==> config.mk <==
export PLATFORM = sky130hd
export DESIGN_NAME = ex_stage
export DESIGN_NICKNAME = d
export VERILOG_FILES = /design/src/rtl/riscv_pkg.sv /design/src/rtl/alu.sv /design/src/rtl/ex_stage.sv
export SDC_FILE = /design/constraint.sdc
export NUM_CORES = 1
export LEC_CHECK = 0
export ABC_AREA = 1
export ABC_CLOCK_PERIOD_IN_PS = 12300
export CORE_MARGIN = 2
export CORE_UTILIZATION = 29
export CTS_CLUSTER_SIZE = 28
export DETAILED_ROUTE_END_ITERATION = 8
export GPL_TIMING_DRIVEN = 1
export PLACE_DENSITY = 0.51
export SLEW_MARGIN = 30
export SYNTH_ARGS = -nofsm -noshare
export SYNTH_HDL_FRONTEND = slang
export SYNTH_HIERARCHICAL = 1
export SYNTH_SLANG_ARGS = --single-unit
==> constraint.sdc <==
create_clock -name clk -period 12.3 [get_ports clk]
set_clock_uncertainty 0.05 [all_clocks]
set_input_delay 2.46 -clock clk [delete_from_list [all_inputs] [get_ports clk]]
set_output_delay 2.46 -clock clk [all_outputs]
set_load 0.01 [all_outputs]
==> src/rtl/riscv_pkg.sv <==
// Shared encodings for the RV32I execute stage: ALU ops, branch funct3,
// forwarding selects and the multiplier FSM states.
package riscv_pkg;

    localparam logic [3:0] ALU_ADD   = 4'b0000;
    localparam logic [3:0] ALU_SUB   = 4'b0001;
    localparam logic [3:0] ALU_AND   = 4'b0010;
    localparam logic [3:0] ALU_OR    = 4'b0011;
    localparam logic [3:0] ALU_XOR   = 4'b0100;
    localparam logic [3:0] ALU_SLT   = 4'b0101;
    localparam logic [3:0] ALU_SLTU  = 4'b0110;
    localparam logic [3:0] ALU_SLL   = 4'b0111;
    localparam logic [3:0] ALU_SRL   = 4'b1000;
    localparam logic [3:0] ALU_SRA   = 4'b1001;
    localparam logic [3:0] ALU_LUI   = 4'b1010;
    localparam logic [3:0] ALU_AUIPC = 4'b1011;
    localparam logic [3:0] ALU_MUL   = 4'b1100;

    localparam logic [2:0] BR_EQ  = 3'b000;
    localparam logic [2:0] BR_NE  = 3'b001;
    localparam logic [2:0] BR_LT  = 3'b100;
    localparam logic [2:0] BR_GE  = 3'b101;
    localparam logic [2:0] BR_LTU = 3'b110;
    localparam logic [2:0] BR_GEU = 3'b111;

    localparam logic [1:0] FWD_ID  = 2'b00;
    localparam logic [1:0] FWD_WB  = 2'b01;
    localparam logic [1:0] FWD_MEM = 2'b10;

    typedef enum logic [1:0] {
        MUL_IDLE,
        MUL_BUSY,
        MUL_DONE
    } mul_state_e;

endpackage

==> src/rtl/alu.sv <==
// Combinational single-cycle ALU plus the branch comparator.
module alu #(
    parameter int XLEN = 32
) (
    input  logic [XLEN-1:0] src_a_i,
    input  logic [XLEN-1:0] src_b_i,
    input  logic [XLEN-1:0] rs2_i,
    input  logic [XLEN-1:0] pc_i,
    input  logic [3:0]      alu_control_i,
    input  logic [2:0]      branch_control_i,
    output logic [XLEN-1:0] result_o,
    output logic            taken_o
);
    import riscv_pkg::*;

    logic [4:0] shamt;
    assign shamt = src_b_i[4:0];

    always_comb begin
        result_o = '0;
        case (alu_control_i)
            ALU_ADD:   result_o = src_a_i + src_b_i;
            ALU_SUB:   result_o = src_a_i - src_b_i;
            ALU_AND:   result_o = src_a_i & src_b_i;
            ALU_OR:    result_o = src_a_i | src_b_i;
            ALU_XOR:   result_o = src_a_i ^ src_b_i;
            ALU_SLT:   result_o = {{(XLEN-1){1'b0}}, $signed(src_a_i) < $signed(src_b_i)};
            ALU_SLTU:  result_o = {{(XLEN-1){1'b0}}, src_a_i < src_b_i};
            ALU_SLL:   result_o = src_a_i << shamt;
            ALU_SRL:   result_o = src_a_i >> shamt;
            ALU_SRA:   result_o = $signed(src_a_i) >>> shamt;
            ALU_LUI:   result_o = src_b_i;
            ALU_AUIPC: result_o = pc_i + src_b_i;
            default:   result_o = '0;
        endcase
    end

    // Branches always compare against the forwarded rs2, never the immediate.
    always_comb begin
        taken_o = 1'b0;
        case (branch_control_i)
            BR_EQ:   taken_o = (src_a_i == rs2_i);
            BR_NE:   taken_o = (src_a_i != rs2_i);
            BR_LT:   taken_o = ($signed(src_a_i) < $signed(rs2_i));
            BR_GE:   taken_o = ($signed(src_a_i) >= $signed(rs2_i));
            BR_LTU:  taken_o = (src_a_i < rs2_i);
            BR_GEU:  taken_o = (src_a_i >= rs2_i);
            default: taken_o = 1'b0;
        endcase
    end

endmodule

==> src/rtl/ex_stage.sv <==
// RV32I execute stage: operand forwarding, ALU, branch resolution and the EX/MEM register.
// Define EX_MUL_EN to add an iterative shift-add MUL (op 1100) that stalls the pipe via busy_e.
module ex_stage #(
    parameter int XLEN = 32
) (
    input  logic            clk,
    input  logic            reset,
    input  logic [XLEN-1:0] rs1_data_e,
    input  logic [XLEN-1:0] rs2_data_e,
    input  logic [XLEN-1:0] immediate_e,
    input  logic [XLEN-1:0] pc_e,
    input  logic [XLEN-1:0] pc_plus_4_e,
    input  logic [4:0]      rd_e,
    input  logic            regwrite_e,
    input  logic            memwrite_e,
    input  logic            jump_e,
    input  logic            branch_e,
    input  logic            alu_src_e,
    input  logic [1:0]      result_src_e,
    input  logic [3:0]      alu_control_e,
    input  logic [2:0]      branch_control_e,
    input  logic [1:0]      forward_a_e,
    input  logic [1:0]      forward_b_e,
    input  logic [XLEN-1:0] wb_result_w,
    output logic            pc_src_e,
    output logic [XLEN-1:0] pc_target_e,
    output logic            busy_e,
    output logic            regwrite_m,
    output logic            memwrite_m,
    output logic [1:0]      result_src_m,
    output logic [XLEN-1:0] alu_result_m,
    output logic [XLEN-1:0] write_data_m,
    output logic [XLEN-1:0] pc_plus_4_m,
    output logic [4:0]      rd_m
);
    import riscv_pkg::*;

    logic [XLEN-1:0] src_a, rs2_fwd, src_b, alu_out, ex_result, jalr_sum;
    logic            taken, busy;

    logic            regwrite_q, memwrite_q;
    logic [1:0]      result_src_q;
    logic [XLEN-1:0] alu_result_q, write_data_q, pc_plus_4_q;
    logic [4:0]      rd_q;

    always_comb begin
        case (forward_a_e)
            FWD_WB:  src_a = wb_result_w;
            FWD_MEM: src_a = alu_result_q;
            default: src_a = rs1_data_e;
        endcase
        case (forward_b_e)
            FWD_WB:  rs2_fwd = wb_result_w;
            FWD_MEM: rs2_fwd = alu_result_q;
            default: rs2_fwd = rs2_data_e;
        endcase
    end

    assign src_b = alu_src_e ? immediate_e : rs2_fwd;

    alu #(.XLEN(XLEN)) u_alu (
        .src_a_i          (src_a),
        .src_b_i          (src_b),
        .rs2_i            (rs2_fwd),
        .pc_i             (pc_e),
        .alu_control_i    (alu_control_e),
        .branch_control_i (branch_control_e),
        .result_o         (alu_out),
        .taken_o          (taken)
    );

    assign jalr_sum    = src_a + immediate_e;
    assign pc_target_e = (jump_e && alu_src_e) ? {jalr_sum[XLEN-1:1], 1'b0} : pc_e + immediate_e;
    assign pc_src_e    = (jump_e | (branch_e & taken)) & ~busy;

`ifdef EX_MUL_EN
    mul_state_e      state_q;
    logic [4:0]      count_q;
    logic [XLEN-1:0] mcand_q, mplier_q, product_q;
    logic            mul_start;

    // busy must rise in the very cycle the MUL arrives so ID/EX is held; reset overrides it.
    assign mul_start = (state_q == MUL_IDLE) && (alu_control_e == ALU_MUL);
    assign busy      = ~reset & (mul_start | (state_q == MUL_BUSY));
    assign ex_result = (state_q == MUL_DONE) ? product_q : alu_out;

    always_ff @(posedge clk or posedge reset) begin
        if (reset) begin
            state_q   <= MUL_IDLE;
            count_q   <= '0;
            mcand_q   <= '0;
            mplier_q  <= '0;
            product_q <= '0;
        end else begin
            case (state_q)
                MUL_IDLE: begin
                    if (mul_start) begin
                        mcand_q   <= src_a;
                        mplier_q  <= src_b;
                        product_q <= '0;
                        count_q   <= '0;
                        state_q   <= MUL_BUSY;
                    end
                end
                MUL_BUSY: begin
                    if (mplier_q[0]) begin
                        product_q <= product_q + mcand_q;
                    end
                    mcand_q  <= mcand_q << 1;
                    mplier_q <= mplier_q >> 1;
                    count_q  <= count_q + 5'd1;
                    if (count_q == 5'd31) begin
                        state_q <= MUL_DONE;
                    end
                end
                MUL_DONE: state_q <= MUL_IDLE;
                default:  state_q <= MUL_IDLE;
            endcase
        end
    end
`else
    assign busy      = 1'b0;
    assign ex_result = alu_out;
`endif

    assign busy_e = busy;

    // A stalled EX stage hands MEM a bubble by dropping the write enables.
    always_ff @(posedge clk or posedge reset) begin
        if (reset) begin
            regwrite_q   <= 1'b0;
            memwrite_q   <= 1'b0;
            result_src_q <= '0;
            alu_result_q <= '0;
            write_data_q <= '0;
            pc_plus_4_q  <= '0;
            rd_q         <= '0;
        end else begin
            regwrite_q   <= regwrite_e & ~busy;
            memwrite_q   <= memwrite_e & ~busy;
            result_src_q <= result_src_e;
            alu_result_q <= ex_result;
            write_data_q <= rs2_fwd;
            pc_plus_4_q  <= pc_plus_4_e;
            rd_q         <= rd_e;
        end
    end

    assign regwrite_m   = regwrite_q;
    assign memwrite_m   = memwrite_q;
    assign result_src_m = result_src_q;
    assign alu_result_m = alu_result_q;
    assign write_data_m = write_data_q;
    assign pc_plus_4_m  = pc_plus_4_q;
    assign rd_m         = rd_q;

endmodule

==> impl_results.md, run 1 <==
- DR WL/cell: 24.1 um
- GPL Wtd Cong: 1.03
- Worst-path fanout max: 33
- GR Util All Layers: 30.5%
- Main combinational cell family by area after synthesis: simple AND/OR/NAND/NOR gates
- Die area: 70400 sq um
- Worst path slowest cell: ha_1
- Leakage: 11.9 nW
- Flops & latches, synth: 105
- Pre-Repair DR Iteration Count: 8
- Hold Crit Depth: 2
- IO Pins: 356
- Antenna cells: 0
- Antenna violations before repair: 3
- Post-synthesis mux area share: 0.0505%
- CTS max path bufs: 2
- Crit. Startpoint: forward_a_e[0]
- RSZ-0062 raised after global routing: false
- Setup Fix Bufs, Post-CTS: 0
- Starting density of the core: 29.4%
- Hold EP: write_data_m[25]$_DFF_PP0_
- Drt drc: 0
- Core area: 67400 sq um
- CTS sink count: 105
- 1st-iter DRT viols: 3058
- Complex-gate fraction of the synthesized area: 20.0%
- CP Class: input port to primary output
- Skew-Pair Late Insertion Delay: 0.39 ns
- CP cell instances: clkdlybuf4s50_1 > inv_1 > ha_1 > buf_4 > inv_2 > o21ai_0 > inv_1 > ha_1 > nand2_1 > nor2_1 > nand3b_1 > nor2_1 > inv_1 > nand3_1 > nand2_1 > inv_1 > nor2_1 > nand3_1 > a21o_1 > clkdlybuf4s50_1
- Share of cells above drive strength 1: 2.45%
- Fill cell total of the finished layout: 7608
- # H-tree levels: 3
- R2r setup slk: 7.88 ns
- Crit start category: input port
- Synthesized Nets: 3931
- Max-cap viol count: 0
- Sequential fraction of the synthesis area: 13.3%
- Setup TNS: 0 ns
- Hold_sp: alu_result_m[25]$_DFF_PP0_
- Status: finished, final reports clean
- Row count: 95
- Top FF cell, synth: dfrtp_1
- Post-synthesis async set-or-reset flop share: 100%
- Mean Syn Cell Area: 5.69 sq um
- Fin crit share: 79.5%
- Hold slack: 0.677 ns
- Peak VDD IR: 0.0741 mV
- Most frequent cells in the layout: nand2_1, inv_1, nand3_1
- # hold bufs at CTS: 0
- Hold Path Class: flop to flop
- Crit path time final: 9.78 ns
- Least-Margin Pin Slew: 1.02 ns
- Power Dens Cells: 107 nW/um^2
- Xor and xnor area share after synthesis: 0.619%
- Synth Area in Adders: 15.1%
- Final Net Count: 4203
- FF-to-FF Start: alu_result_m[4]$_DFF_PP0_
- Max-slew headroom: 32.1%
- Synth Instances: 3477
- Post-CTS sizing: 0
- CTS clk-pin slew, worst paths: 0.08 ns
- Simple-gate share of the synthesized area: 40.4%
- Commonest non-fill, non-tap cell in the layout: nand2_1
- Peak per-stage delay on the critical path: 0.54 ns
- DP Wirelength: 93.6 mm
- Number of synthesis warnings: 6
- CP endpoint kind: primary output
- First-pass GRT wire length: 159 mm
- GRT Residual Overflow: 0
- Vias in the first global route: 23200
- Root Driver: clkbuf_16
- Fmax: 0.102 GHz
- Top cell by count, worst path: inv_1
- Via Count: 25400
- Footprint of the multi-input gates: 15100 sq um
- Register area: 2630 sq um
- Port buffer count: 354
- Final WL: 111 mm
- TritonCTS Buffers: 9
- Vert. Die Dim: 265 um
- Die Wd: 265 um
- Critical Path RT: 9.79 ns
- Number of synthesized flops with an enable pin: 0
- Post-layout util: 36.2%
- Largest net degree at the start of global routing: 78
- CTS tree: yes
- Area Overhead vs Synth: 23.3%
- Mapped cell area: 19800 sq um
- Critical path arrival: 7.27 ns
- Yosys cell types: 54
- Final setup violation count: 0
- Reg2reg path depth: 17
- Reg2Reg Capture Point: alu_result_m[0]$_DFF_PP0_
- Fin. Hold Viols: 0
- ANT nets after route: 0
- DR vias/cell: 5.50
- Pins Over Slew Limit: 0
[logic make-up (layout without fill, tap and decap cells)]
family,Yosys count,after routing
AO/OA/AOI/OAI,696,696
XOR/XNOR,14,14
adder cells (fa/ha/maj),237,237
buffers and inverters,522,799
flip-flops,105,105
multiplexers,1,1
other,1,1
AND/OR/NAND/NOR,1901,1901
[registers in the layout, summed over array words and instances (netlist names)]
signal        count
write_data_m     32
rd_m              5
pc_plus_4_m      32
memwrite_m        1
alu_result_m     32
result_src_m      2
regwrite_m        1
[cell usage after synthesis (7+ instances only)]
library cell,n,area [sq um]
o21a_1,21,158
a21o_1,13,97.6
o22ai_1,23,144
xor2_1,11,96.3
nand4_1,50,313
nand3b_1,21,158
nand3_1,383,1920
inv_2,13,48.8
or2_2,9,56.3
o211ai_1,25,188
nor3_1,43,215
o21ai_1,17,85.1
a221o_1,30,300
o21ai_0,227,1140
nor2_1,302,1130
dfrtp_1,105,2630
o21bai_1,14,105
nor2_2,7,43.8
ha_1,233,2920
buf_1,10,37.5
clkbuf_1,62,233
nand2_1,1059,3980
inv_1,386,1450
buf_2,36,180
a21oi_1,286,1430
[where the power goes]
group / internal, mW / switching (mW) / leakage, nW
Combinational: 0.619 / 1.24 / 10.5
Sequential: 0.389 / 0.0564 / 1.27
Clock: 0.144 / 0.161 / 0.144
[worst max-delay path, delay by kind of cell]
kind                       cells  cell delay (ns)
adders and majority gates      2             0.80
buffers and inverters          8             2.28
AOI/OAI and AO/OA              2             0.52
and+or+nand+nor                8             1.14
[metal layers]
metal	share of wire, %	GRT usage (%)	vias up
met1	44	41.9	11700
met4	3.6	10.1	2
met2	43	47.8	1415
li1	-	-	12100
met5	0.012	0	-
met3	9.3	5.62	156
[per-stage QoR]
step,instance area (sq um),power (mW),setup slack [ns],std cells
2_1_floorplan,19800,1.52,4.85,3477
3_3_place_gp,24100,2.27,2.63,4611
3_5_place_dp,24100,2.25,2.62,4611
4_1_cts,24400,2.57,2.61,4627
5_1_grt,24400,2.80,2.23,4627
6_report,24400,2.61,2.52,4627
[area by class of cell]
cell class	instances	share of cell area, %
clock buffer	9	0.922
clock inverter	7	0.272
inverter	402	6.19
multi-input combinational	2850	62.0
sequential	105	10.8
tap	873	4.47
timing repair buffer	381	15.4
[worst max path at each step]
stage | to | slack (ns) | depth (start not counted)
6_report | pc_src_e | 2.52 | 20
5_1_grt | pc_src_e | 2.23 | 19
4_1_cts | pc_src_e | 2.61 | 19
3_5_place_dp | pc_src_e | 2.62 | 19
3_3_place_gp | pc_src_e | 2.63 | 20
2_1_floorplan | pc_target_e[18] | 4.85 | 17
Note: power is estimated with default switching activity, not from simulation.
==> run 2, diff against run 1 <==
--- a/config.mk
+++ b/config.mk
@@ -6,7 +6,7 @@
 export NUM_CORES = 1
 export LEC_CHECK = 0
 export ABC_AREA = 1
-export ABC_CLOCK_PERIOD_IN_PS = 12300
+export ABC_CLOCK_PERIOD_IN_PS = 9220
 export CORE_MARGIN = 2
 export CORE_UTILIZATION = 29
 export CTS_CLUSTER_SIZE = 28
==> constraint.sdc (replaced) <==
create_clock -name clk -period 9.22 [get_ports clk]
set_clock_uncertainty 0.05 [all_clocks]
set_input_delay 1.844 -clock clk [delete_from_list [all_inputs] [get_ports clk]]
set_output_delay 1.844 -clock clk [all_outputs]
set_load 0.01 [all_outputs]
==> impl_results.md, run 2 (same netlist as run 1, synthesis figures left out) <==
- Status: finished, final reports clean (unchanged)
- TritonCTS Buffers: 9 (unchanged)
- Fin crit share: 89.7%
- Critical path arrival: 6.38 ns (was 7.27 ns)
- Critical Path RT: 7.33 ns (was 9.79 ns)
- Root Driver: clkbuf_16 (unchanged)
- Peak VDD IR: 0.0948 mV (was 0.0741 mV)
- Largest net degree at the start of global routing: 77 (was 78)
- Antenna violations before repair: 2 (was 3)
- Hold EP: write_data_m[19]$_DFF_PP0_ (was write_data_m[25]$_DFF_PP0_)
- GR Util All Layers: 31.8% (was 30.5%)
- Row count: 95 (unchanged)
- Core area: 67400 sq um (unchanged)
- Power Dens Cells: 145 nW/um^2 (was 107 nW/um^2)
- Final Net Count: 4210 (was 4203)
- GRT Residual Overflow: 0 (unchanged)
- Crit path time final: 8.27 ns
- CTS clk-pin slew, worst paths: 0.08 ns (about the same)
- Pins Over Slew Limit: 0 (unchanged)
- # hold bufs at CTS: 0 (unchanged)
- Vias in the first global route: 23400 (was 23200)
- Skew-Pair Late Insertion Delay: 0.40 ns (was 0.39 ns)
- # H-tree levels: 3 (unchanged)
- Starting density of the core: 29.4% (unchanged)
- Area Overhead vs Synth: 23.9% (was 23.3%)
- GRT met1 Usage: 43.4% (was 41.9%)
- Hold Path Class: flop to flop (unchanged)
- Hold_sp: alu_result_m[19]$_DFF_PP0_ (was alu_result_m[25]$_DFF_PP0_)
- Die area: 70400 sq um (unchanged)
- FF-to-FF Start: alu_result_m[0]$_DFF_PP0_ (was alu_result_m[4]$_DFF_PP0_)
- Share of cells above drive strength 1: 2.63% (was 2.45%)
- Crit start category: input port (unchanged)
- Worst-path fanout max: 15 (was 33)
- Final WL: 116 mm (was 111 mm)
- Routing usage on met3: 5.80% (was 5.62%)
- Hold Crit Depth: 2 (unchanged)
- Setup Fix Bufs, Post-CTS: 0 (unchanged)
- CTS tree: yes (unchanged)
- Reg2Reg Capture Point: alu_result_m[28]$_DFF_PP0_ (was alu_result_m[0]$_DFF_PP0_)
- DP Wirelength: 96.3 mm (was 93.6 mm)
- Non-filler instance count after layout: 4635 (was 4627)
- Commonest non-fill, non-tap cell in the layout: nand2_1 (unchanged)
- Fill cell total of the finished layout: 7633 (was 7608)
- Fin. Hold Viols: 0 (unchanged)
- Fmax: 0.121 GHz
- Die Wd: 265 um (unchanged)
- CTS sink count: 105 (unchanged)
- Drt drc: 0 (unchanged)
- Hold slack: 0.658 ns (was 0.677 ns)
- 1st-iter DRT viols: 3062 (was 3058)
- Most frequent cells in the layout: nand2_1, inv_1, nand3_1 (unchanged)
- Post-CTS sizing: 0 (unchanged)
- Reg2reg path depth: 15 (was 17)
- Port buffer count: 354 (unchanged)
- Setup TNS: 0 ns (unchanged)
- Dpl cells: 4617 (was 4611)
- R2r setup slk: 4.77 ns (was 7.88 ns)
- GPL Wtd Cong: 1.00 (was 1.03)
- Least-Margin Pin Slew: 1.01 ns (was 1.02 ns)
- Max-cap viol count: 0 (unchanged)
- ANT nets after route: 0 (unchanged)
- First-pass GRT wire length: 165 mm (was 159 mm)
- Met2 global-route usage: 48.7% (was 47.8%)
- IO Pins: 356 (unchanged)
- Vert. Die Dim: 265 um (unchanged)
- DR vias/cell: 5.51 (was 5.50)
- GRT busiest layer: met2 (unchanged)
- CTS max path bufs: 2 (unchanged)
- Pre-Repair DR Iteration Count: 7 (was 8)
- Leakage: 12.0 nW (was 11.9 nW)
- CP endpoint kind: primary output (unchanged)
- CP Class: input port to primary output (unchanged)
- Max-slew headroom: 32.5% (was 32.1%)
- RSZ-0062 raised after global routing: false (unchanged)
- Via Count: 25600 (was 25400)
- Final setup violation count: 0 (unchanged)
- DR WL/cell: 25.0 um (was 24.1 um)
## run 2: cell count changes in the layout (fill, tap and decap cells not counted), sizes merged
cell,change
inv,-3
buf,+7
diode,+1
clkinvlp,-1
clkinv,+4
## run 2: through the flow
step	cell area (sq um)	utilization, %	power (mW)	worst slack (ns)
2_1_floorplan	19800	-	2.03	3.00
5_1_grt	24500	36.4	3.80	0.695
6_report	24500	36.4	3.55	0.948
3_3_place_gp	24200	35.9	3.07	1.08
3_5_place_dp	24200	35.9	3.05	1.05
4_1_cts	24500	36.4	3.49	1.04
## run 2: power by group
part           internal, mW  switching (mW)  leakage [nW]
Clock                 0.197           0.224         0.154
Combinational         0.839            1.69          10.5
Sequential            0.519          0.0740          1.27
Total                  1.55            1.99          12.0
## run 2: cell type report
cell class / count / area [sq um] / share of cell area [%]
antenna: 1 / 2.50 / 0.0102
inverter: 402 / 1510 / 6.16
sequential: 105 / 2630 / 10.7
multi-input combinational: 2850 / 15100 / 61.7
clock inverter: 7 / 98.8 / 0.403
clock buffer: 9 / 225 / 0.918
tap: 873 / 1090 / 4.45
timing repair buffer: 388 / 3830 / 15.6
## run 2: metal layers
metal / vias up / routed length, um / part of all wire, %
li1: 12200 / - / -
met1: 11800 / 50000 / 43
met2: 1416 / 49400 / 43
met3: 211 / 10600 / 9.1
met4: 4 / 5700 / 4.9
met5: - / 24 / 0.021
## run 2: worst max path at each step
stage | start | end | cells past startpoint
2_1_floorplan | forward_a_e[0] | pc_target_e[18] | 17
3_3_place_gp | forward_b_e[0] | pc_src_e | 22
3_5_place_dp | forward_b_e[0] | pc_src_e | 22
4_1_cts | forward_b_e[0] | pc_src_e | 22
5_1_grt | forward_b_e[0] | pc_src_e | 20
6_report | forward_b_e[0] | pc_src_e | 19
## run 2: worst max-delay path, cell delays in order
cell,delay (ns)
clkdlybuf4s50_1,0.49
inv_1,0.06
ha_1,0.36
inv_1,0.61
nor2_1,0.08
a21oi_1,0.22
inv_1,0.07
ha_1,0.54
nand2_1,0.12
nor2_1,0.21
nand3b_1,0.33
nor2_1,0.35
o21ai_0,0.13
inv_1,0.06
nand2_1,0.04
nor2_1,0.10
nand3_1,0.11
a21o_1,0.17
clkdlybuf4s50_1,0.47
